[config.mk]
export PLATFORM = sky130hd
export DESIGN_NAME = encoder_4_2
export DESIGN_NICKNAME = d
export VERILOG_FILES = /design/src/rtl/encoder_pkg.sv /design/src/rtl/encoder_4_2_core.sv /design/src/rtl/encoder_4_2.sv
export SDC_FILE = /design/constraint.sdc
export NUM_CORES = 1
export LEC_CHECK = 0
export ABC_AREA = 1
export BUFFER_PORTS_ARGS = -buffer_cell sky130_fd_sc_hd__buf_2
export CAP_MARGIN = 20
export CORE_AREA = 2 2 39 41
export CTS_BUF_LIST = sky130_fd_sc_hd__clkbuf_16
export CTS_CLUSTER_SIZE = 14
export DETAILED_ROUTE_END_ITERATION = 10
export DIE_AREA = 0 0 41 43
export PLACE_DENSITY = 0.37
export SLEW_MARGIN = 20
export SYNTH_ARGS = -nofsm -noshare
export SYNTH_HDL_FRONTEND = slang
export SYNTH_SLANG_ARGS = --single-unit
export TNS_END_PERCENT = 30
[constraint.sdc]
create_clock -name clk -period 0.8 [get_ports clk]
set_input_delay 0.08 -clock clk [delete_from_list [all_inputs] [get_ports clk]]
set_output_delay 0.08 -clock clk [all_outputs]
set_load 0.005 [all_outputs]
[src/rtl/encoder_pkg.sv]
// Shared widths, index codes and the population-count helper for the 4-to-2 encoder.
package encoder_pkg;
    localparam int IN_W  = 4;
    localparam int OUT_W = 2;
    localparam int CNT_W = 3;

    localparam logic [OUT_W-1:0] IDX0 = 2'd0;
    localparam logic [OUT_W-1:0] IDX1 = 2'd1;
    localparam logic [OUT_W-1:0] IDX2 = 2'd2;
    localparam logic [OUT_W-1:0] IDX3 = 2'd3;

    function automatic logic [CNT_W-1:0] popcount(input logic [IN_W-1:0] v);
        logic [CNT_W-1:0] cnt;
        cnt = '0;
        for (int i = 0; i < IN_W; i++) begin
            cnt = cnt + {{(CNT_W-1){1'b0}}, v[i]};
        end
        return cnt;
    endfunction
endpackage

[src/rtl/encoder_4_2_core.sv]
// Combinational priority encode of the enable-gated request vector.
module encoder_4_2_core
    import encoder_pkg::*;
#(
    parameter bit HIGH_PRIO = 1'b1
) (
    input  logic [IN_W-1:0]  in,
    input  logic             en,
    output logic [OUT_W-1:0] y_c,
    output logic             valid_c,
    output logic             multi_c
);
    logic [IN_W-1:0] gated;

    // Masking with en first keeps unknown request bits out of every output while disabled.
    assign gated = in & {IN_W{en}};

    always_comb begin
        y_c = IDX0;
        if (HIGH_PRIO) begin
            if (gated[3])      y_c = IDX3;
            else if (gated[2]) y_c = IDX2;
            else if (gated[1]) y_c = IDX1;
            else               y_c = IDX0;
        end else begin
            if (gated[0])      y_c = IDX0;
            else if (gated[1]) y_c = IDX1;
            else if (gated[2]) y_c = IDX2;
            else if (gated[3]) y_c = IDX3;
            else               y_c = IDX0;
        end
    end

    assign valid_c = |gated;
    assign multi_c = (popcount(gated) > CNT_W'(1));
endmodule

[src/rtl/encoder_4_2.sv]
// Registered 4-to-2 priority encoder: reset synchroniser plus output flops around the core.
module encoder_4_2
    import encoder_pkg::*;
#(
    parameter bit HIGH_PRIO = 1'b1
) (
    input  logic             clk,
    input  logic             rst_n,
    input  logic [IN_W-1:0]  in,
    input  logic             en,
    output logic [OUT_W-1:0] y,
    output logic             valid,
    output logic             multi
);
    logic [1:0]       rst_sync;
    logic             rst_int_n;
    logic [OUT_W-1:0] y_c;
    logic             valid_c;
    logic             multi_c;

    // Assert passes straight through; release reaches the output flops two edges later.
    always_ff @(posedge clk or negedge rst_n) begin
        if (!rst_n) rst_sync <= 2'b00;
        else        rst_sync <= {rst_sync[0], 1'b1};
    end

    assign rst_int_n = rst_sync[1];

    encoder_4_2_core #(
        .HIGH_PRIO (HIGH_PRIO)
    ) u_core (
        .in      (in),
        .en      (en),
        .y_c     (y_c),
        .valid_c (valid_c),
        .multi_c (multi_c)
    );

    always_ff @(posedge clk or negedge rst_int_n) begin
        if (!rst_int_n) begin
            y     <= IDX0;
            valid <= 1'b0;
            multi <= 1'b0;
        end else begin
            y     <= y_c;
            valid <= valid_c;
            multi <= multi_c;
        end
    end
endmodule

==> flow_metrics.env <==
export IMPL_cp_arrival_ps=700
export IMPL_routabilityCongestion=0.689
export IMPL_finalSetupViolations=0
export IMPL_clockBufferDepth=2
export IMPL_drcViolationCount=0
export IMPL_final_hold_viol_count=0
export IMPL_wl_met2_um=286
export IMPL_ir_drop_mv=0.713
export IMPL_synth_cell_types=8
export IMPL_p_per_area_nw_per_um2=2520
export IMPL_cp_required_ps=720
export IMPL_wl_met1_um=189
export IMPL_diodes=0
export IMPL_wl_per_cell_um=8.68
export IMPL_min_path_type="flop to async pin"
export IMPL_start_util=0.184
export IMPL_skew_ps=0.685
export IMPL_fmax_ghz=1.29
export IMPL_final_cell_mix="buf_2 (9), dfrtp_1 (6), nand2_1 (4), buf_4 (4), clkbuf_16 (3)"
export IMPL_ys_seq_area_frac=0.591
export IMPL_syn_inst=25
export IMPL_worstPathCellList="buf_2"
export IMPL_min_period_ps=775
export IMPL_worst_setup_path_end_kind="primary output"
export IMPL_status="completed"
export IMPL_cts_htree_levels=1
export IMPL_power_leakage_uw=0.000263
export IMPL_cts_num_sinks=6
export IMPL_grt_ovfl_total=0
export IMPL_finalSetupTns_ps=0
export IMPL_coreArea_sq_um=1380
export IMPL_fill_cells=138
export IMPL_netlist_area_sq_um=254
export IMPL_gr_usage_all_layers=0.0775
export IMPL_clock_root_buffer="clkbuf_16"
export IMPL_cts_tree="done"
export IMPL_p_total_uw=1260
export IMPL_wl_met3_um=36
export IMPL_dieHeight_um=43
export IMPL_fin_crit_sh=0.969
export IMPL_critPathKind="flop to primary output"
export IMPL_portBuffers=10
export IMPL_drive_gt1_frac=0.581
export IMPL_pin_count=11
export IMPL_antenna_found_initial=0
export IMPL_insertion_delay_ps=220
export IMPL_area_growth_pct=97.5
export IMPL_yosys_warnings=0
export IMPL_timing_critical_path_max_delay_family="flip-flops"
export IMPL_report_final_slew_viol_count=0
export IMPL_setup_slack_ps=24.8
export IMPL_first_pass_iters=1
export IMPL_cp_max_fo=1
export IMPL_rows=14
export IMPL_cpMaxStageDelayCell="dfrtp_1"
export IMPL_grt_pass1_wl_um=848
export IMPL_fp_dieArea_sq_um=1760
export IMPL_rsz0062_at_grt="no"
export IMPL_synth_seq_cells=6
export IMPL_cp_num_buf_inv=1
export IMPL_syn_nets=35
export IMPL_start_kind="flop"
export IMPL_final_common_cell="buf_2"
export IMPL_avgSynthCellArea_sq_um=10.2
export IMPL_slowest_delay_ps=350
export IMPL_grt_max_degree=5
export IMPL_clk_pin_slew_ps=30
export IMPL_postRouteWirelength_um=512
export IMPL_routed_top_layer="met3"
export IMPL_place_ws_ps=-235
export IMPL_dr_first_iter_drc_count=0
export IMPL_dp_hpwl_um=438
export IMPL_routed_via_density=3.66
export IMPL_cts_made_buffers=3
export IMPL_ant_nets=0
export IMPL_dieWidth_um=41
export IMPL_drv_cap=0
export IMPL_vias=216
export IMPL_fin_nets=55
export IMPL_holdWs_ps=53.9
export IMPL_grt_pass1_vias=245
==> metrics by stage <==
step | instance area [sq um] | util | cells
2_1_floorplan | 310 | - | 25
6_report | 502 | 0.363 | 59
4_1_cts | 498 | 0.360 | 59
5_1_grt | 502 | 0.363 | 59
3_3_place_gp | 410 | 0.297 | 55
3_5_place_dp | 410 | 0.297 | 55
==> flip-flops by register name, indices dropped and copies added, names as in the netlist <==
| signal | flops |
|---|---|
| multi | 1 |
| rst_sync | 2 |
| valid | 1 |
| y | 2 |
==> layer usage <==
layer / vias up / track usage
li1: 110 / -
met1: 99 / 0.0649
met2: 7 / 0.122
met3: 0 / 0
met4: 0 / 0.120
met5: - / 0
==> cells in the mapped netlist <==
cell	count	share of area
nor2_1	1	0.015
dfrtp_1	6	0.59
nand2_1	6	0.089
inv_1	4	0.059
nand2_2	1	0.025
nand3_1	3	0.059
ha_1	3	0.15
conb_1	1	0.015
==> where the power goes <==
group | leakage [uW] | internal, uW | switching (uW)
Sequential | 0.0000713 | 328 | 7.82
Clock | 0.0000370 | 640 | 152
Combinational | 0.000155 | 72.3 | 63.2
Total | 0.000263 | 1040 | 223
==> logic make-up after synthesis <==
logic type,share of synthesized area
adder cells (fa/ha/maj),0.148
flip-flops,0.591
other,0.0148
buffers and inverters,0.0591
AND/OR/NAND/NOR,0.187
==> final cells by class <==
type                       instances  area, sq um  share of cell area
clock buffer                       3         75.1               0.150
inverter                           4         17.5              0.0349
timing repair buffer              15         96.3               0.192
tap                               16         20.0              0.0399
multi-input combinational         15          143               0.284
sequential                         6          150               0.299
==> what timing repair did <==
| item | in CTS | in global routing |
|---|---|---|
| setup buffers | 0 | 0 |
| hold endpoints to repair | 2 | 0 |
| resized for setup | 1 | 1 |
| setup endpoints to repair | 1 | 1 |
| hold buffers | 1 | 0 |
==> worst paths after layout <==
check | start | end | slack [ps] | depth (start not counted)
max | y[0] | y[0] | 20 | 1
min | rst_sync[1] | valid | 50 | 0
max reg2reg | rst_sync[0] | rst_sync[1] | 330 | 0
min reg2reg | rst_sync[1] | valid | 50 | 0
max in group asynchronous | rst_n | rst_sync[1] | 530 | 2
min in group clk | in[2] | multi | 120 | 3
Power figures use the tool's default switching activity.
